File: config.mk
export PLATFORM = sky130hd
export DESIGN_NAME = mem_wb_elastic_reg
export DESIGN_NICKNAME = d
export VERILOG_FILES = /design/src/rtl/mem_wb_elastic_reg.sv
export SDC_FILE = /design/constraint.sdc
export NUM_CORES = 1
export LEC_CHECK = 0
export ABC_CLOCK_PERIOD_IN_PS = 3860
export BUFFER_PORTS_ARGS = -buffer_cell sky130_fd_sc_hd__buf_2
export CAP_MARGIN = 40
export CORE_MARGIN = 3
export CORE_UTILIZATION = 35
export CTS_BUF_LIST = sky130_fd_sc_hd__clkbuf_2
export CTS_CLUSTER_SIZE = 25
export DETAILED_ROUTE_END_ITERATION = 12
export GPL_TIMING_DRIVEN = 0
export SLEW_MARGIN = 10
export SYNTH_ARGS = -nofsm -noshare
export SYNTH_HDL_FRONTEND = slang
export SYNTH_SLANG_ARGS = --single-unit
export TNS_END_PERCENT = 100
File: constraint.sdc
create_clock -name clk -period 3.86 [get_ports clk]
set_clock_uncertainty 0.2 [all_clocks]
set_input_delay 0.193 -clock clk [delete_from_list [all_inputs] [get_ports clk]]
set_output_delay 0.193 -clock clk [all_outputs]
set_load 0.02 [all_outputs]
File: src/rtl/mem_wb_elastic_reg.sv
// mem_wb_elastic_reg: MEM/WB pipeline register as a DEPTH-entry elastic FIFO with flush and hazard lookup
module mem_wb_elastic_reg #(
    parameter int DW    = 32,
    parameter int AW    = 5,
    parameter int DEPTH = 2
) (
    input  logic                       clk,
    input  logic                       rst_n,
    input  logic                       flush,
    input  logic                       in_valid,
    output logic                       in_ready,
    input  logic                       RFWEM,
    input  logic                       MtoRFSelM,
    input  logic [DW-1:0]              ALUOutM,
    input  logic [DW-1:0]              DMRD,
    input  logic [AW-1:0]              rtdM,
    output logic                       out_valid,
    input  logic                       out_ready,
    output logic                       RFWEW,
    output logic                       MtoRFSelW,
    output logic [DW-1:0]              ALUOutW,
    output logic [DW-1:0]              DMOutW,
    output logic [AW-1:0]              rtdW,
    output logic [DW-1:0]              wdW,
    output logic [$clog2(DEPTH):0]     count,
    input  logic [AW-1:0]              q_addr,
    output logic                       pend_hit
);
    localparam int PW = $clog2(DEPTH);
    localparam int CW = PW + 1;

    logic [PW-1:0] wr_q, wr_d, rd_q, rd_d;
    logic [CW-1:0] cnt_q, cnt_d;
    logic          rfwe_q [DEPTH];
    logic          sel_q  [DEPTH];
    logic [DW-1:0] alu_q  [DEPTH];
    logic [DW-1:0] dm_q   [DEPTH];
    logic [AW-1:0] rtd_q  [DEPTH];
    logic [DEPTH-1:0] hit;
    logic          push, pop;

    assign in_ready  = cnt_q != CW'(DEPTH);
    assign out_valid = cnt_q != '0;
    assign push      = in_valid & in_ready & ~flush;
    assign pop       = out_valid & out_ready & ~flush;
    assign count     = cnt_q;

    // Next pointers and occupancy; flush wins over any push or pop
    always_comb begin
        cnt_d = flush ? '0 : cnt_q + CW'(push) - CW'(pop);
        wr_d  = flush ? '0 : wr_q + PW'(push);
        rd_d  = flush ? '0 : rd_q + PW'(pop);
    end

    // Pointer and occupancy registers, cleared immediately on reset
    always_ff @(posedge clk or negedge rst_n) begin
        if (!rst_n) begin
            cnt_q <= '0;
            wr_q  <= '0;
            rd_q  <= '0;
        end else begin
            cnt_q <= cnt_d;
            wr_q  <= wr_d;
            rd_q  <= rd_d;
        end
    end

    // Payload storage needs no reset: every output is gated by occupancy
    always_ff @(posedge clk) begin
        if (push) begin
            rfwe_q[wr_q] <= RFWEM;
            sel_q[wr_q]  <= MtoRFSelM;
            alu_q[wr_q]  <= ALUOutM;
            dm_q[wr_q]   <= DMRD;
            rtd_q[wr_q]  <= rtdM;
        end
    end

    // An entry is occupied when its distance from the head is below the count
    for (genvar g = 0; g < DEPTH; g++) begin : g_hit
        assign hit[g] = ({1'b0, PW'(g) - rd_q} < cnt_q) & rfwe_q[g] & (rtd_q[g] == q_addr);
    end

    // Head entry presented on the W side, forced to zero when empty
    always_comb begin
        RFWEW     = out_valid ? rfwe_q[rd_q] : 1'b0;
        MtoRFSelW = out_valid ? sel_q[rd_q]  : 1'b0;
        ALUOutW   = out_valid ? alu_q[rd_q]  : '0;
        DMOutW    = out_valid ? dm_q[rd_q]   : '0;
        rtdW      = out_valid ? rtd_q[rd_q]  : '0;
        wdW       = MtoRFSelW ? DMOutW : ALUOutW;
        pend_hit  = (|hit) & (q_addr != '0);
    end
endmodule

==> impl_metrics.py, run 1 <==
metrics = {
    "placement": {
        "gp_congestion": 0.755,
        "dp_hpwl_um": 9720,
        "place_area_um2": 7520,
        "io_buffers": 188,
    },
    "clock_network": {
        "h-tree-depth": 4,
        "cts_root_buffer": "clkbuf_2",
        "cts_buffer_depth": 2,
        "cts_sinks": 146,
        "cts_buffers": 17,
        "insertion_delay_ps": 650,
        "post_cts_buffers": 0,
        "cts_tree": "yes",
        "clkTransAtPathRegs_ps": 180,
    },
    "timing": {
        "finalCritPeriodShare": 0.723,
        "finalHoldViolations": 0,
        "fin_crit_ps": 2790,
        "final-setup-viol-count": 0,
        "tightest_slew_ps": 567,
        "drv_slew": 0,
        "rsz0062_at_grt": "false",
        "clock.fmax_mhz": 358,
        "slew_headroom": 0.622,
    },
    "yosys": {
        "syn_area_per_cell_um2": 16.5,
        "synth_edf_count": 142,
        "ys_ff_latch": 146,
        "synthArstFlopShare": 0.0274,
        "ys_seq_area_frac": 0.700,
        "syn_area_um2": 6230,
        "synth_ff_type": "edfxtp_1",
        "ys_types": 23,
        "synthCells": 377,
        "synth_fp_nets": 462,
        "ys_warn_count": 0,
    },
    "grt": {
        "grt_max_degree": 38,
        "grt_usage": 0.161,
        "antenna_found_initial": 0,
        "overflow": 0,
        "grt_pass1_vias": 4826,
        "grt_pass1_wl_um": 24700,
    },
    "drt": {
        "drt_wl_total_um": 15500,
        "post_drt_wl_per_cell_um": 16.0,
        "drt_iter0_drc": 174,
        "via_count": 4400,
        "drc": 0,
        "ant_nets": 0,
        "vias_per_cell": 4.54,
        "drt_first_pass_iters": 4,
    },
    "critical_path": {
        "critPathKind": "reg2out",
        "cp.arrival_ps": 2400,
        "cp.required_ps": 3470,
        "path_max_fanout": 10,
        "cp-start-kind": "flop",
        "ff2ff_path_depth": 5,
        "crit_path_end_kind": "output port",
    },
    "floorplan": {
        "pin_count": 189,
        "die_y_um": 139,
        "rows": 48,
        "fp.coreArea_um2": 17400,
        "fp.dieW_um": 139,
        "start_util": 0.359,
        "dieArea_um2": 19500,
    },
    "layout": {
        "nFillCells": 1490,
        "nNetsFinal": 820,
        "antenna_cells": 0,
        "synthToLayoutAreaGrowth_pct": 46.9,
        "drive_gt1_frac": 0.364,
        "final_area_um2": 9160,
        "final_core_util": 0.528,
    },
    "power": {
        "power.leakage_nw": 3.70,
        "power_density_nw_per_um2": 449,
        "peakVddDrop_v": 0.000224,
    },
    "hold_path": {
        "hp-class": "in2async",
    },
    "job": {
        "cap_violations": 0,
    },
    "status": {
        "outcome": "complete, no violations",
    },
}
power breakdown:
part / switching, mW / internal, mW / total (mW) / leakage [nW]
Combinational: 0.942 / 0.650 / 1.59 / 2.23
Sequential: 0.0297 / 1.83 / 1.86 / 1.36
Clock: 0.499 / 0.157 / 0.657 / 0.106
Total: 1.47 / 2.64 / 4.11 / 3.70
critical path: stages, from the launching register on:
cell and delay, ps:
dfrtp_1 410, buf_6 150, mux2i_1 150, nor2_4 280, buf_6 270, mux2_4 320, buf_2 160
cell usage after synthesis (2+ instances only):
library cell / n / share of area
dfrtp_1: 4 / 0.016
nand4_1: 2 / 0.0020
mux2_2: 3 / 0.0054
nor4_1: 2 / 0.0020
a21oi_1: 2 / 0.0016
mux2i_1: 71 / 0.11
buf_4: 7 / 0.0084
nor2_1: 74 / 0.045
edfxtp_1: 142 / 0.68
inv_1: 5 / 0.0030
nor2_4: 2 / 0.0036
mux2_4: 29 / 0.070
buf_6: 4 / 0.0072
xnor2_1: 8 / 0.011
xor2_1: 5 / 0.0070
ha_1: 4 / 0.0080
buf_2: 7 / 0.0056
registers in the layout, summed over array words and instances, names as in the netlist:
| register | flops |
|---|---|
| rd_q | 1 |
| wr_q | 1 |
| rtd_q | 10 |
| dm_q | 64 |
| sel_q | 2 |
| count | 2 |
| alu_q | 64 |
| rfwe_q | 2 |
kinds of logic after synthesis:
| kind of cell | share of synthesized area |
|---|---|
| AO/OA/AOI/OAI | 0.00301 |
| XOR/XNOR | 0.0183 |
| adder cells (fa/ha/maj) | 0.00803 |
| buffers and inverters | 0.0243 |
| flip-flops | 0.700 |
| multiplexers | 0.189 |
| AND/OR/NAND/NOR | 0.0572 |
area by class of cell:
| cell class | instances | area (um^2) | area share |
|---|---|---|---|
| sequential | 146 | 4360 | 0.476 |
| timing repair buffer | 339 | 2470 | 0.270 |
| multi-input combinational | 208 | 1740 | 0.190 |
| tap | 225 | 282 | 0.0307 |
| buffer | 18 | 133 | 0.0145 |
| clock buffer | 21 | 105 | 0.0115 |
| clock inverter | 8 | 42.5 | 0.00464 |
| inverter | 5 | 18.8 | 0.00205 |
cell usage in the layout, fill, tap and decap left out, types with 2 or more instances in the layout:
cell           Yosys  final
a21oi_1            2      2
nor2_4             2      2
clkbuf_2           0     21
xnor2_1            8      8
mux2i_1           71     71
clkinv_2           0      4
ha_1               4      2
inv_1              5      5
clkinvlp_4         0      2
clkinv_1           0      2
nand4_1            2      2
nor4_1             2      2
buf_12             0      2
xor2_1             5      5
mux2_4            29     29
mux2_2             3      3
buf_4              7      7
buf_2              7    195
nor2_1            74     74
edfxtp_1         142    142
ha_4               0      2
dfrtp_1            4      4
dlygate4sd3_1      0    149
buf_6              4      4
per-stage QoR:
stage	hold WS [ps]	total power, mW	setup WS [ps]	std cells	TNS (ps)
finish	228	4.11	1070	970	0
floorplan	-303	2.89	476	377	0
detailed placement	-192	3.39	1540	792	0
CTS	88.3	4.18	896	970	0
global placement	-195	3.37	-368	790	-51580
global route	104	4.35	839	970	0
path summary, 6_finish.rpt:
path	from	endpoint	slack (ps)
worst max-delay path	rd_q	wdW[5]	1070
worst min-delay path	rst_n	count[1]	230
worst max register to register	count[0]	alu_q[0][5]	1560
worst min register to register	count[1]	count[1]	620
max in group asynchronous	rst_n	wr_q	3050
min in group clk	out_ready	rd_q	250
metal layers:
layer | vias up | wire [um] | track usage
li1 | 2111 | - | -
met1 | 2156 | 6560 | 0.194
met2 | 127 | 8030 | 0.289
met3 | 6 | 818 | 0.0454
met4 | 0 | 96 | 0.0355
met5 | - | 0 | 0
timing repair:
action	CTS	global route
gates resized for setup	0	0
endpoints found under the hold margin	150	0
hold buffers	149	0
(Power assumes the default switching activity.)
==> run 2: changes to the inputs <==
Settings changed: ABC_CLOCK_PERIOD_IN_PS 3860 to 2250.
Clock period 3.86 ns to 2.25 ns, I/O delays scaled along.
==> run 2 against run 1 <==
Effect of this change:
- critical endpoint is now wdW[22]
- largest cell class unchanged
- count of clock-buffer cells in the layout fell by 3
- critical path type unchanged
- final cell count rose by 2.3%
- routed wire length rose by 12%
- sequential cell count did not move
- combinational power rose by 130%
- first-iteration DRC count rose by 14%
- non-clock buffer count rose by 19
- the run now ends with negative setup slack left
- utilization rose by 5.8 points
- via count rose by 4.4%
- clock power rose by 110%
- hold slack got worse by 93 ps
- die area did not move
==> impl_metrics.py, run 2 (same netlist as run 1, synthesis figures left out) <==
metrics = {
    "timing": {
        "rsz0062_at_grt": "true",
        "finalHoldViolations": 0,
        "fin_ws_ps": -374,
        "drv_slew": 0,
        "finalCritPeriodShare": 1.17,
        "fin_crit_ps": 2620,
        "slew_headroom": 0.708,
        "clock.fmax_mhz": 381,
        "final-setup-viol-count": 99,
        "tightest_slew_ps": 438,
    },
    "power": {
        "power_density_nw_per_um2": 803,
        "power.leakage_nw": 3.95,
        "total_power_mw": 8.16,
        "peakVddDrop_v": 0.000433,
    },
    "drt": {
        "drt_wl_total_um": 17300,
        "post_drt_wl_per_cell_um": 17.4,
        "drc": 0,
        "drt_iter0_drc": 199,
        "ant_nets": 0,
        "drt_first_pass_iters": 4,
        "vias_per_cell": 4.63,
        "via_count": 4594,
    },
    "critical_path": {
        "cpLargestDelayFamily": "buffers and inverters",
        "crit_path_end_kind": "output port",
        "cp.arrival_ps": 2310,
        "cp.required_ps": 1940,
        "max_stage_delay_ps": 430,
        "cp-start-kind": "flop",
        "critPathKind": "reg2out",
        "worstPathCellList": "buf_6, mux2i_4, nor2_4, buf_12, clkbuf_16, mux2_4, buf_6",
        "path_max_fanout": 5,
        "critPathBufInv": 4,
        "crit_slowest_cell": "dfrtp_1",
        "cpMostUsedCell": "buf_6",
    },
    "layout": {
        "drive_gt1_frac": 0.416,
        "multi_input_area_um2": 1860,
        "synthToLayoutAreaGrowth_pct": 63.0,
        "reg_top3": "alu_q (64), dm_q (64), rtd_q (10)",
        "layout_commonest_cell": "dlygate4sd3_1",
        "stdcell_count": 992,
        "nFillCells": 1341,
        "final_core_util": 0.586,
        "mostFrequentLayoutCells": "dlygate4sd3_1, edfxtp_1, buf_2",
        "nNetsFinal": 839,
        "regArea_um2": 4370,
        "antenna_cells": 0,
    },
    "grt": {
        "grt_pass1_vias": 5145,
        "overflow": 0,
        "grt_max_degree": 39,
        "antenna_found_initial": 0,
        "grt_usage": 0.175,
        "grt_pass1_wl_um": 26500,
    },
    "floorplan": {
        "die_y_um": 139,
        "start_util": 0.359,
        "fp.dieW_um": 139,
        "dieArea_um2": 19500,
        "fp.coreArea_um2": 17400,
        "rows": 48,
        "pin_count": 189,
    },
    "clock_network": {
        "cts_buffers": 17,
        "insertion_delay_ps": 670,
        "cts_root_buffer": "clkbuf_2",
        "clkTransAtPathRegs_ps": 190,
        "cts_buffer_depth": 2,
        "cts_tree": "yes",
        "cts_sinks": 146,
        "h-tree-depth": 4,
    },
    "job": {
        "cap_violations": 0,
    },
    "hold_path": {
        "hp-class": "in2reg",
    },
    "placement": {
        "dpl.cell_count": 792,
        "gp_congestion": 0.767,
        "io_buffers": 188,
        "dp_hpwl_um": 9980,
    },
    "status": {
        "outcome": "finished, violations left",
        "violations": "negative setup slack",
    },
}
[run 2: cell types whose count changed in the layout (fill, tap and decap cells not counted), moves of 8 or more]
| cell | delta |
|---|---|
| nor2_2 | +10 |
| buf_6 | +40 |
| mux2i_1 | -10 |
| buf_2 | -109 |
| mux2i_2 | +8 |
| buf_4 | +70 |
| buf_12 | +13 |
| nor2_1 | -11 |
[run 2: metrics by stage]
| step | setup TNS, ps | hold slack, ps | setup WS, ps | area (um^2) |
|---|---|---|---|---|
| detailed placement | -3970 | -271 | -64.4 | 7520 |
| global route | -35100 | 12.3 | -566 | 10200 |
| CTS | -28680 | 3.03 | -524 | 9930 |
| finish | -14300 | 135 | -374 | 10200 |
| global placement | -107550 | -275 | -762 | 7460 |
| floorplan | -55090 | -383 | -388 | 6240 |
[run 2: worst register-to-register path, delay by kind of cell, from the launching register on]
kind | cells | cell delay (ps)
fa+ha+maj | 1 | 190
flops | 1 | 470
simple gates | 2 | 290
buf+inv | 4 | 570
[run 2: what timing repair did]
action / in CTS / in global routing
setup endpoints to repair: 180 / 178
gates cloned: 2 / 1
hold buffers: 148 / 0
gates resized for setup: 163 / 52
pin swaps: 12 / 8
endpoints found under the hold margin: 182 / 0
setup buffers: 13 / 5
[run 2: final timing paths]
path	startpoint	to	slack, ps	cells past startpoint
min in group asynchronous	rst_n	wr_q	150	3
worst min register to register	wr_q	wr_q	520	3
max in group asynchronous	rst_n	count[0]	1510	3
worst max-delay path	rd_q	wdW[22]	-370	7
worst min-delay path	out_ready	rd_q	140	5
worst max register to register	count[0]	alu_q[0][9]	300	7
[run 2: per-layer routing]
layer	up-vias	routed length [um]	track usage
met5	-	0	0
met4	0	127	0.0546
met3	12	894	0.0505
met2	148	9190	0.317
met1	2284	7080	0.200
li1	2150	-	-
[run 2: layout make-up]
cell class | instances | share of cell area
inverters | 5 | 0.00185
repair buffers | 358 | 0.312
flip-flops and latches | 146 | 0.430
multi-input cells | 208 | 0.183
clock buffers | 18 | 0.00886
plain buffers | 18 | 0.0263
well taps | 225 | 0.0277
clock inverters | 14 | 0.0113
[run 2: where the power goes]
group	switching (mW)	internal [mW]	total, mW	leakage [nW]
logic	1.83	1.79	3.62	2.48
clock network	0.954	0.392	1.35	0.115
registers	0.0488	3.15	3.20	1.35
==> run 3: changes to the inputs <==
Settings changed: ABC_CLOCK_PERIOD_IN_PS 2250 to 3200, MAX_ROUTING_LAYER set to met4.
Clock period 2.25 ns to 3.2 ns, I/O delays scaled along.
==> run 3 against run 2 <==
Effect of this change:
- non-clock buffer count down 19
- via count decreased by 4.2%
- combinational power decreased by 47%
- sequential share of layout area increased by 4.7 points
- critical path depth is 1 lower
- count of clock-buffer cells in the layout increased by 3
- global-route usage shrank 0.89 points
- utilization is 5.8 points lower
- largest cell class unchanged
- the flow now finishes without violations
- sequential power shrank 30%
==> impl_metrics.py, run 3 (same netlist as run 1, synthesis figures left out) <==
metrics = {
    "status": {
        "outcome": "complete, no violations",
    },
    "placement": {
        "gp_congestion": 0.764,
        "dp_hpwl_um": 9720,
        "io_buffers": 188,
        "dpl.cell_count": 792,
    },
    "clock_network": {
        "post_cts_buffers": 0,
        "insertion_delay_ps": 650,
        "cts_buffer_depth": 2,
        "cts_buffers": 17,
        "cts_sinks": 146,
        "ctsResizeCount": 0,
        "clkTransAtPathRegs_ps": 180,
        "cts_root_buffer": "clkbuf_2",
        "ctsHoldBuffers": 149,
        "h-tree-depth": 4,
        "cts_tree": "yes",
    },
    "timing": {
        "finalHoldViolations": 0,
        "hold_ws_ps": 187,
        "finalCritPeriodShare": 0.864,
        "slew_headroom": 0.621,
        "fin_crit_ps": 2760,
        "drv_slew": 0,
        "final-setup-viol-count": 0,
        "tightest_slew_ps": 569,
        "clock.fmax_mhz": 362,
        "rsz0062_at_grt": "false",
    },
    "floorplan": {
        "start_util": 0.359,
        "fp.dieW_um": 139,
        "fp.coreArea_um2": 17400,
        "die_y_um": 139,
        "dieArea_um2": 19500,
        "rows": 48,
        "pin_count": 189,
    },
    "job": {
        "cap_violations": 0,
    },
    "layout": {
        "layout_commonest_cell": "buf_2",
        "nNetsFinal": 820,
        "reg_top3": "alu_q (64), dm_q (64), rtd_q (10)",
        "drive_gt1_frac": 0.364,
        "antenna_cells": 0,
        "final_core_util": 0.528,
        "mostFrequentLayoutCells": "buf_2, dlygate4sd3_1, edfxtp_1",
        "stdcell_count": 970,
        "synthToLayoutAreaGrowth_pct": 46.9,
    },
    "critical_path": {
        "cp.arrival_ps": 2400,
        "crit_path_end_kind": "output port",
        "ff2ff_path_depth": 5,
        "critPathKind": "reg2out",
        "cp.required_ps": 2840,
        "cp-start-kind": "flop",
        "path_max_fanout": 10,
    },
    "drt": {
        "drc": 0,
        "vias_per_cell": 4.54,
        "drt_first_pass_iters": 4,
        "post_drt_wl_per_cell_um": 16.0,
        "via_count": 4402,
        "drt_iter0_drc": 175,
        "ant_nets": 0,
        "drt_wl_total_um": 15500,
    },
    "grt": {
        "overflow": 0,
        "grt_pass1_wl_um": 24700,
        "grt_max_degree": 38,
        "grt_pass1_vias": 4811,
        "antenna_found_initial": 0,
        "grt_usage": 0.166,
    },
    "power": {
        "power.leakage_nw": 3.70,
        "peakVddDrop_v": 0.000270,
        "power_density_nw_per_um2": 542,
        "total_power_mw": 4.96,
    },
    "hold_path": {
        "hp-class": "in2async",
    },
}
[run 3: changes by cell type in the layout (fill, tap and decap cells not counted), sizes merged]
cell / previous run / this run
buf: 227 / 208
clkinvlp: 5 / 2
clkbuf: 19 / 21
inv: 7 / 5
bufinv: 1 / 0
dlygate4sd3: 148 / 149
[run 3: per-layer routing]
layer	wire length [um]	up-vias	global-route usage	share of wire
li1	-	2110	-	-
met5	0	-	-	0
met3	746	9	0.0430	0.048
met1	6590	2159	0.196	0.43
met4	117	0	0.0355	0.0075
met2	8050	124	0.289	0.52
[run 3: path summary, 6_finish.rpt]
path                                 from           to  slack [ps]
worst max register to register   count[0]  alu_q[0][5]         890
worst min register to register   count[1]     count[1]         620
worst max-delay path                 rd_q      wdW[19]         440
worst min-delay path                rst_n     count[1]         190
max in group asynchronous           rst_n         wr_q        2430
min in group clk                out_ready         rd_q         210
[run 3: metrics by stage]
step                      worst slack (ps)  setup TNS (ps)  instance area, um^2
after floorplan                       -184          -26200                 6230
after global placement               -1030         -145300                 7460
after detailed placement               879               0                 7520
after CTS                              269               0                 9160
after global routing                   212               0                 9160
final                                  436               0                 9160
[run 3: cell type report]
cell class                 instances  area [um^2]
sequential                       146         4360
fill                            1490         8200
inverter                           5         18.8
timing repair buffer             339         2470
buffer                            18          133
clock inverter                     8         42.5
clock buffer                      21          105
multi-input combinational        208         1740
tap                              225          282
[run 3: report_power, final]
part / internal (mW) / switching [mW]
sequential: 2.21 / 0.0357
clock: 0.190 / 0.605
combinational: 0.784 / 1.14
total: 3.19 / 1.78
[run 3: worst max-delay path: stages, from the launching register on]
cell,delay [ps]
dfrtp_1,410
buf_6,150
mux2i_1,150
nor2_4,280
buf_6,270
mux2_4,310
buf_2,160
